**src/rtl/spgd_update_core.sv**
```systemverilog
// SPGD datapath: integrates ADC samples, latches J+/J-, applies the gain-scaled U update
// and drives the selected DAC word. Define SPGD_LFSR_PERT_EN to enable the LFSR perturbation sign.
module spgd_update_core #(
    parameter int unsigned        ACC_W  = 32,
    parameter logic signed [13:0] U_INIT = 14'sd0
) (
    input  logic             adc_clk,
    input  logic             adc_rstn,
    input  logic [13:0]      adc_dat,
    input  logic             FSM_ADC_COUNTER_START,
    input  logic             FSM_ADC_COUNTER_RST,
    input  logic             FSM_JP_WRT,
    input  logic             FSM_JM_WRT,
    input  logic             FSM_U_WRT,
    input  logic             FSM_REG_RST,
    input  logic [1:0]       FSM_DAC_SEL,
    input  logic [4:0]       gain_shift,
    input  logic [12:0]      pert_amp,
    output logic [13:0]      dac_dat,
    output logic [13:0]      u_out,
    output logic [ACC_W-1:0] j_plus,
    output logic [ACC_W-1:0] j_minus,
    output logic             pert_sign
);

    localparam int unsigned DW = 14;
    localparam int unsigned SW = ACC_W + 2;

    localparam logic signed [ACC_W-1:0] ACC_MAX = {1'b0, {(ACC_W-1){1'b1}}};
    localparam logic signed [ACC_W-1:0] ACC_MIN = {1'b1, {(ACC_W-1){1'b0}}};
    localparam logic signed [SW-1:0]    S14_MAX = SW'(8191);
    localparam logic signed [SW-1:0]    S14_MIN = SW'(-8192);

    logic signed [ACC_W-1:0] acc_q;
    logic signed [ACC_W-1:0] jp_q;
    logic signed [ACC_W-1:0] jm_q;
    logic signed [DW-1:0]    u_q;
    logic        [DW-1:0]    dac_q;
    logic                    s_neg;

    logic signed [ACC_W:0]   acc_sum_c;
    logic signed [ACC_W-1:0] acc_sat_c;
    logic signed [ACC_W:0]   diff_c;
    logic signed [ACC_W:0]   step_c;
    logic signed [SW-1:0]    u_ext_c;
    logic signed [SW-1:0]    u_sum_c;
    logic signed [SW-1:0]    amp_ext_c;
    logic        [DW-1:0]    dac_nxt_c;

    // Clamp a wide signed value into the 14-bit DAC/U range.
    function automatic logic signed [DW-1:0] sat14(input logic signed [SW-1:0] v);
        if (v > S14_MAX)      return 14'sh1FFF;
        else if (v < S14_MIN) return 14'sh2000;
        else                  return v[DW-1:0];
    endfunction

    // Saturating accumulate: overflow shows as disagreement of the two top sum bits.
    always_comb begin
        acc_sum_c = (ACC_W+1)'(acc_q) + (ACC_W+1)'($signed(adc_dat));
        acc_sat_c = acc_sum_c[ACC_W-1:0];
        if (acc_sum_c[ACC_W] != acc_sum_c[ACC_W-1])
            acc_sat_c = acc_sum_c[ACC_W] ? ACC_MIN : ACC_MAX;
    end

    always_comb begin
        diff_c    = (ACC_W+1)'(jp_q) - (ACC_W+1)'(jm_q);
        step_c    = diff_c >>> gain_shift;
        u_ext_c   = SW'(u_q);
        u_sum_c   = s_neg ? (u_ext_c - SW'(step_c)) : (u_ext_c + SW'(step_c));
        amp_ext_c = SW'($signed({1'b0, pert_amp}));
    end

    // DAC source select; 01/10 swap roles when the perturbation sign is negative.
    always_comb begin
        dac_nxt_c = '0;
        case (FSM_DAC_SEL)
            2'b01:   dac_nxt_c = s_neg ? sat14(u_ext_c - amp_ext_c) : sat14(u_ext_c + amp_ext_c);
            2'b10:   dac_nxt_c = s_neg ? sat14(u_ext_c + amp_ext_c) : sat14(u_ext_c - amp_ext_c);
            2'b11:   dac_nxt_c = u_q;
            default: dac_nxt_c = '0;
        endcase
    end

    always_ff @(posedge adc_clk or negedge adc_rstn) begin
        if (!adc_rstn) begin
            acc_q <= '0;
            jp_q  <= '0;
            jm_q  <= '0;
            u_q   <= U_INIT;
            dac_q <= '0;
        end else begin
            if (FSM_REG_RST) begin
                acc_q <= '0;
                jp_q  <= '0;
                jm_q  <= '0;
                u_q   <= U_INIT;
            end else begin
                if (FSM_ADC_COUNTER_RST)        acc_q <= '0;
                else if (FSM_ADC_COUNTER_START) acc_q <= acc_sat_c;
                if (FSM_JP_WRT) jp_q <= acc_q;
                if (FSM_JM_WRT) jm_q <= acc_q;
                if (FSM_U_WRT)  u_q  <= sat14(u_sum_c);
            end
            dac_q <= dac_nxt_c;
        end
    end

`ifdef SPGD_LFSR_PERT_EN
    logic [15:0] lfsr_q;

    // Fibonacci LFSR x^16+x^14+x^13+x^11+1, shifting toward bit 0; advances once per update.
    always_ff @(posedge adc_clk or negedge adc_rstn) begin
        if (!adc_rstn)      lfsr_q <= 16'hACE1;
        else if (FSM_U_WRT) lfsr_q <= {lfsr_q[0] ^ lfsr_q[2] ^ lfsr_q[3] ^ lfsr_q[5], lfsr_q[15:1]};
    end

    assign s_neg = lfsr_q[0];
`else
    assign s_neg = 1'b0;
`endif

    assign dac_dat   = dac_q;
    assign u_out     = u_q;
    assign j_plus    = jp_q;
    assign j_minus   = jm_q;
    assign pert_sign = s_neg;

endmodule

```
**config.mk**
```make
export PLATFORM = sky130hd
export DESIGN_NAME = spgd_update_core
export DESIGN_NICKNAME = d
export VERILOG_FILES = /design/src/rtl/spgd_update_core.sv
export SDC_FILE = /design/constraint.sdc
export NUM_CORES = 1
export LEC_CHECK = 0
export ABC_AREA = 1
export CORE_ASPECT_RATIO = 1.25
export CORE_MARGIN = 8
export CORE_UTILIZATION = 64
export CTS_CLUSTER_DIAMETER = 40
export DETAILED_ROUTE_END_ITERATION = 10
export PLACE_DENSITY = 0.95
export SKIP_CTS_REPAIR_TIMING = 1
export SYNTH_ARGS = -nofsm -noshare
export SYNTH_HDL_FRONTEND = slang
export SYNTH_SLANG_ARGS = --single-unit
```
**constraint.sdc**
```tcl
create_clock -name adc_clk -period 8.2 [get_ports adc_clk]
set_input_delay 1.64 -clock adc_clk [delete_from_list [all_inputs] [get_ports adc_clk]]
set_output_delay 1.64 -clock adc_clk [all_outputs]
set_load 0.05 [all_outputs]
```
==> out/summary.txt, run 1 <==
P_int = 2400 uW
Initial Utilization = 65.1%
Sequential area share after synthesis = 20.1%
Critical Path RT = 8.57 ns
# diodes = 0
Crit path max-delay cell type = inv_1
Die height = 190 um
Synth warn = 0
Max-cap viol count = 0
PD cells = 302 nW/um^2
Status = complete, no violations
Synth unique cells = 53
Vias = 18100
CTS Root Cell = clkbuf_16
I/O Pins = 135
Fin. Hold Viols = 0
Die X = 155 um
GRT overflow = 0
CTS tree = built
Sw frac = 54.8%
DP Area = 16900 um^2
Routed Antenna Nets = 0
CORE AREA = 23700 um^2
Router iterations before antenna repair = 6
Most used cell, CP = nand2_1
Async SR Flop Fraction = 100%
Commonest cells after routing, fill and taps aside = nand2_1 (964), inv_1 (338), nand3_1 (333)
Site row count = 63
CTS Sinks = 124
Slew headroom = 24.5%
Synth Cell Area = 15500 um^2
Part of the power in combinational logic = 68.2%
Skew final = 0.0114 ns
Gate count after technology mapping = 2634
CTS Buf Count = 17
PortBufs = 133
Hold WS = 0.518 ns
Die area = 29400 um^2
WL/cell = 17.5 um
Primary FF master, synth = dfrtp_1
Seq pwr share = 15.4%
Nets@finish = 2891
Syn Nets = 2804
EDFF count, synth = 0
Final Cycle Share = 80.4%
H-Tree Depth = 4
Routability cong. = 1.02
Final Setup Violations = 0
Hold crit path type = reg2reg
Final HPWL DP = 41.6 mm
Clk_lat worst skew = 0.44 ns
#FFs+latches synth = 124
Unrepaired setup endpoints after global routing = false
Pin count of the biggest net entering global routing = 65
Filler instances = 1960
Sw power = 2910 uW
Setup tns final = 0 ns
Syn-to-layout area delta = 13.8%
Arrival time worst endpoint = 6.97 ns
Crit path kind = in2reg
Vias in the first global route = 17600
Kind of cell adding the most delay to the critical path = simple AND/OR/NAND/NOR gates
Worst VDD drop = 0.182 mV
Residual DRC count = 0
CP Capture Type = flop
Worst slew pin tran = 1.13 ns
Layout cells sized above 1 = 4.46%
Reg area = 3100 um^2
Total Routed Length = 53.6 mm
Max Slew Vio Count = 0
Clk buf depth = 2
Clock power share = 16.4%
Fmax = 152 MHz
Final Cell Area = 17600 um^2
Leakage = 0.00959 uW
Clock transition at the registers of the reported paths = 0.06 ns
Multi-input logic area = 10700 um^2
Total track usage = 36.1%
Initial antenna violation count = 0
Worst setup SP type = input port
First-pass GRT wire length = 86.2 mm
Initial DRC count = 1357
Avg Inst Size Synth = 5.87 um^2
Crit path max fanout = 45
WP buf/inv = 5
Worst stage delay on the critical path = 0.73 ns
Most common cell after layout, fill and taps aside = nand2_1
Final min period = 6.60 ns
Vias per Instance = 5.91
==> power groups by stage <==
stage                     Sequential, uW  Clock [uW]  Combinational (uW)
after detailed placement             822           0                3520
after global routing                 822         892                4000
after CTS                            812         867                3550
after global placement               817           0                3470
final                                817         871                3620
after floorplan                     1020           0                2460
==> tightest hold or removal path: stages (launching register included) <==
cell	delay (ns)
dfrtp_1	0.37
nand2_1	0.06
nand2_1	0.06
==> cells in the mapped netlist, types with 2 or more instances <==
cell | n | area [um^2]
a21o_1 | 7 | 52.6
a21oi_1 | 115 | 576
a21oi_2 | 6 | 52.6
a31oi_1 | 6 | 37.5
and2_1 | 4 | 25.0
buf_1 | 14 | 52.6
buf_2 | 7 | 35.0
buf_4 | 6 | 45.0
buf_6 | 3 | 33.8
clkbuf_1 | 44 | 165
clkinv_1 | 5 | 18.8
dfrtp_1 | 124 | 3100
fa_1 | 5 | 100
ha_1 | 123 | 1540
inv_1 | 338 | 1270
inv_2 | 14 | 52.6
mux2i_1 | 3 | 30.0
nand2_1 | 964 | 3620
nand2_2 | 14 | 87.6
nand3_1 | 333 | 1670
nand3_2 | 7 | 70.1
nand3b_1 | 7 | 52.6
nand4_1 | 26 | 163
nor2_1 | 145 | 544
nor2_2 | 18 | 113
nor2_4 | 3 | 33.8
nor3_1 | 25 | 125
nor3_2 | 3 | 30.0
nor4_1 | 3 | 18.8
o2111ai_1 | 2 | 17.5
o211ai_1 | 12 | 90.1
o21a_1 | 3 | 22.5
o21ai_0 | 128 | 641
o21ai_1 | 7 | 35.0
o21ai_2 | 2 | 17.5
o21bai_1 | 17 | 128
o311ai_0 | 2 | 17.5
o31ai_1 | 3 | 22.5
or2_2 | 5 | 31.3
xnor2_1 | 19 | 166
xor2_1 | 49 | 429
xor2_2 | 2 | 32.5
==> metal layers <==
layer	track usage [%]	vias up	part of all wire, %	wire [um]
met4	25.9	0	7.5	4040
li1	-	8627	-	-
met2	62.5	1001	48	25500
met5	0	-	0	0
met3	5.90	255	8.3	4430
met1	39.6	8204	37	19600
==> final cells by class <==
cell class | count | share of cell area, %
multi-input combinational | 2077 | 60.7
sequential | 124 | 17.6
timing repair buffer | 144 | 8.03
inverter | 357 | 7.62
clock buffer | 23 | 2.83
tap | 325 | 2.31
clock inverter | 9 | 0.882
==> path summary, 6_finish.rpt <==
path                                to  depth (start not counted)     startpoint  slack, ns
max                           u_out[7]                         27  gain_shift[0]       1.60
min                          acc_q[20]                          2      acc_q[20]       0.52
max reg2reg                   u_out[7]                         40      j_plus[0]       2.49
min reg2reg                  acc_q[20]                          2      acc_q[20]       0.52
max in group asynchronous  j_minus[29]                          2       adc_rstn       5.56
min in group asynchronous   dac_dat[8]                          1       adc_rstn       1.32
==> through the flow <==
stage / power [uW] / worst slack [ns] / util, % / instances
global placement: 4290 / 1.48 / 71.4 / 3027
floorplan: 3480 / 3.00 / - / 2634
detailed placement: 4340 / 1.39 / 71.4 / 3027
finish: 5310 / 1.60 / 74.1 / 3059
CTS: 5230 / 1.78 / 74.1 / 3059
global route: 5720 / 1.24 / 74.1 / 3059
==> flip-flops by register name (all words and copies together) (netlist names) <==
name and count:
dac_dat 14, j_minus 32, j_plus 32, acc_q 32, u_out 14
==> kinds of logic after synthesis <==
kind of cell             share of synthesized area, %
AND/OR/NAND/NOR                                  42.6
multiplexers                                    0.194
adder cells (fa/ha/maj)                          10.6
AO/OA/AOI/OAI                                    11.5
flip-flops                                       20.1
other                                          0.0243
XOR/XNOR                                         4.06
buffers and inverters                            10.9
Note: power is estimated with default switching activity, not from simulation.
==> run 2, diff against run 1 <==
Settings changed: CORE_UTILIZATION 64 to 61, PLACE_DENSITY 0.95 to 0.94.
Clock period 8.2 ns to 6.6 ns, I/O delays scaled along.
==> run 2 against run 1 <==
Core utilization decreased by 4.1 points. Non-clock buffer count is 6 higher. Global-route usage shrank 1.5 points. Sequential power is 25% higher. Critical path depth up 3. Worst setup slack worse by 0.65 ns. Final cell count grew 0.52%. Critical path type is now reg2reg.
==> out/summary.txt, run 2 (synthesis gave the netlist of run 1 again) <==
GRT overflow = 0 (unchanged)
Initial antenna violation count = 0 (unchanged)
CTS Buf Count = 17 (unchanged)
Fmax = 177 MHz
Final min period = 5.64 ns
Most common cell after layout, fill and taps aside = nand2_1
Fin util = 70.0% (-4.1 points)
Final Cycle Share = 85.5%
Dpl cells = 3043 (+0.53%)
Initial Utilization = 61.7% (-3.4 points)
H-Tree Depth = 4 (unchanged)
Filler instances = 2261 (+15%)
CP Capture Type = flop
Die X = 158 um (+2.2%)
Residual DRC count = 0 (unchanged)
Site row count = 65 (+3.2%)
Crit path kind = reg2reg
Nets@finish = 2897 (+0.21%)
Crit path max-delay cell type = ha_1
Setup tns final = 0 ns (unchanged)
I/O Pins = 135 (unchanged)
Leakage = 0.00956 uW (-0.25%)
Worst VDD drop = 0.279 mV (+53%)
CORE AREA = 25000 um^2 (+5.6%)
Routability cong. = 1.03 (+1.2%)
Final Setup Violations = 0 (unchanged)
Pin count of the biggest net entering global routing = 74 (+14%)
Multi-input logic area = 10700 um^2 (unchanged)
Skew final = 0.0122 ns (+0.000800 ns)
# diodes = 0 (unchanged)
Clk_lat worst skew = 0.43 ns (about the same)
CTS Sinks = 124 (unchanged)
Layout cells sized above 1 = 4.71% (+0.25 points)
Most used cell, CP = nand2_1
CTS Root Cell = clkbuf_16
Vias = 18000 (-0.40%)
Crit path max fanout = 13 (-71%)
Critical Path RT = 6.97 ns (-1.60 ns)
Unrepaired setup endpoints after global routing = false
WL/cell = 17.3 um (-1.2%)
Router iterations before antenna repair = 6 (unchanged)
Total Routed Length = 53.2 mm (-0.73%)
Initial DRC count = 1195 (-12%)
CTS tree = built
PortBufs = 133 (unchanged)
Hold crit path type = reg2reg
First-pass GRT wire length = 86.4 mm (+0.27%)
Die height = 194 um (+2.2%)
Max-cap viol count = 0 (unchanged)
Arrival time worst endpoint = 6.01 ns (-0.96 ns)
Clk buf depth = 2 (unchanged)
Syn-to-layout area delta = 13.4%
PD cells = 365 nW/um^2 (+21%)
Total track usage = 34.6% (-1.5 points)
Slew headroom = 22.8% (-1.6 points)
Clock transition at the registers of the reported paths = 0.07 ns (about the same)
Max Slew Vio Count = 0 (unchanged)
Final HPWL DP = 42.4 mm (+2.1%)
Status = complete, no violations
Reg area = 3100 um^2 (unchanged)
Routed Antenna Nets = 0 (unchanged)
Worst slew pin tran = 1.16 ns (+0.0246 ns)
Finished Layout Cells = 3075 (+0.52%)
Die area = 30700 um^2 (+4.5%)
Worst stage delay on the critical path = 0.43 ns (-0.30 ns)
Fin. Hold Viols = 0 (unchanged)
Worst setup SP type = flop
Vias per Instance = 5.86 (-0.92%)
Vias in the first global route = 17700 (+0.45%)
Commonest cells after routing, fill and taps aside = nand2_1 (964), inv_1 (338), nand3_1 (333)
==> run 2: worst paths after layout <==
| path | slack (ns) | start | depth (start not counted) | end |
|---|---|---|---|---|
| setup reg to reg | 0.96 | j_plus[0] | 30 | u_out[10] |
| setup / recovery | 0.96 | j_plus[0] | 30 | u_out[10] |
| hold reg to reg | 0.52 | acc_q[12] | 2 | acc_q[12] |
| max in group asynchronous | 4.26 | adc_rstn | 2 | j_minus[3] |
| hold / removal | 0.52 | acc_q[12] | 2 | acc_q[12] |
| min in group asynchronous | 0.94 | adc_rstn | 1 | dac_dat[10] |
==> run 2: where the power goes <==
part           internal [uW]  leakage [uW]  switching, uW  total, uW
clock                    484      0.000268            381        865
sequential               862       0.00168            163       1020
combinational           1440       0.00762           3080       4510
==> run 2: layout make-up <==
type | instances | share of cell area, %
Tap cell | 335 | 2.39
Timing Repair Buffer | 150 | 8.31
Clock buffer | 17 | 2.43
Sequential cell | 124 | 17.7
Inverter | 357 | 7.64
Clock inverter | 15 | 0.657
Multi-Input combinational cell | 2077 | 60.9
==> run 2: worst max-delay path, delay by kind of cell, from the launching register on <==
family	cells	cell delay [ns]
simple gates	20	3.02
fa+ha+maj	3	1.04
buf+inv	4	0.47
flops	1	0.38
compound gates	2	0.38
xor+xnor	1	0.26
==> run 2: metrics by stage <==
stage | cell area, um^2 | hold slack (ns) | power, uW | setup slack [ns]
global placement | 17000 | 0.493 | 5360 | 0.910
finish | 17500 | 0.521 | 6400 | 0.957
detailed placement | 17000 | 0.503 | 5440 | 0.848
global route | 17500 | 0.534 | 6940 | 0.541
floorplan | 15500 | 0.475 | 4320 | 1.72
CTS | 17500 | 0.521 | 6320 | 1.11
==> run 2: per-layer routing <==
layer	global-route usage, %	vias up	wire length [um]
li1	-	8643	-
met1	38.3	8231	19700
met2	60.5	917	26400
met3	5.35	224	3790
met4	21.1	0	3300
met5	0	-	0
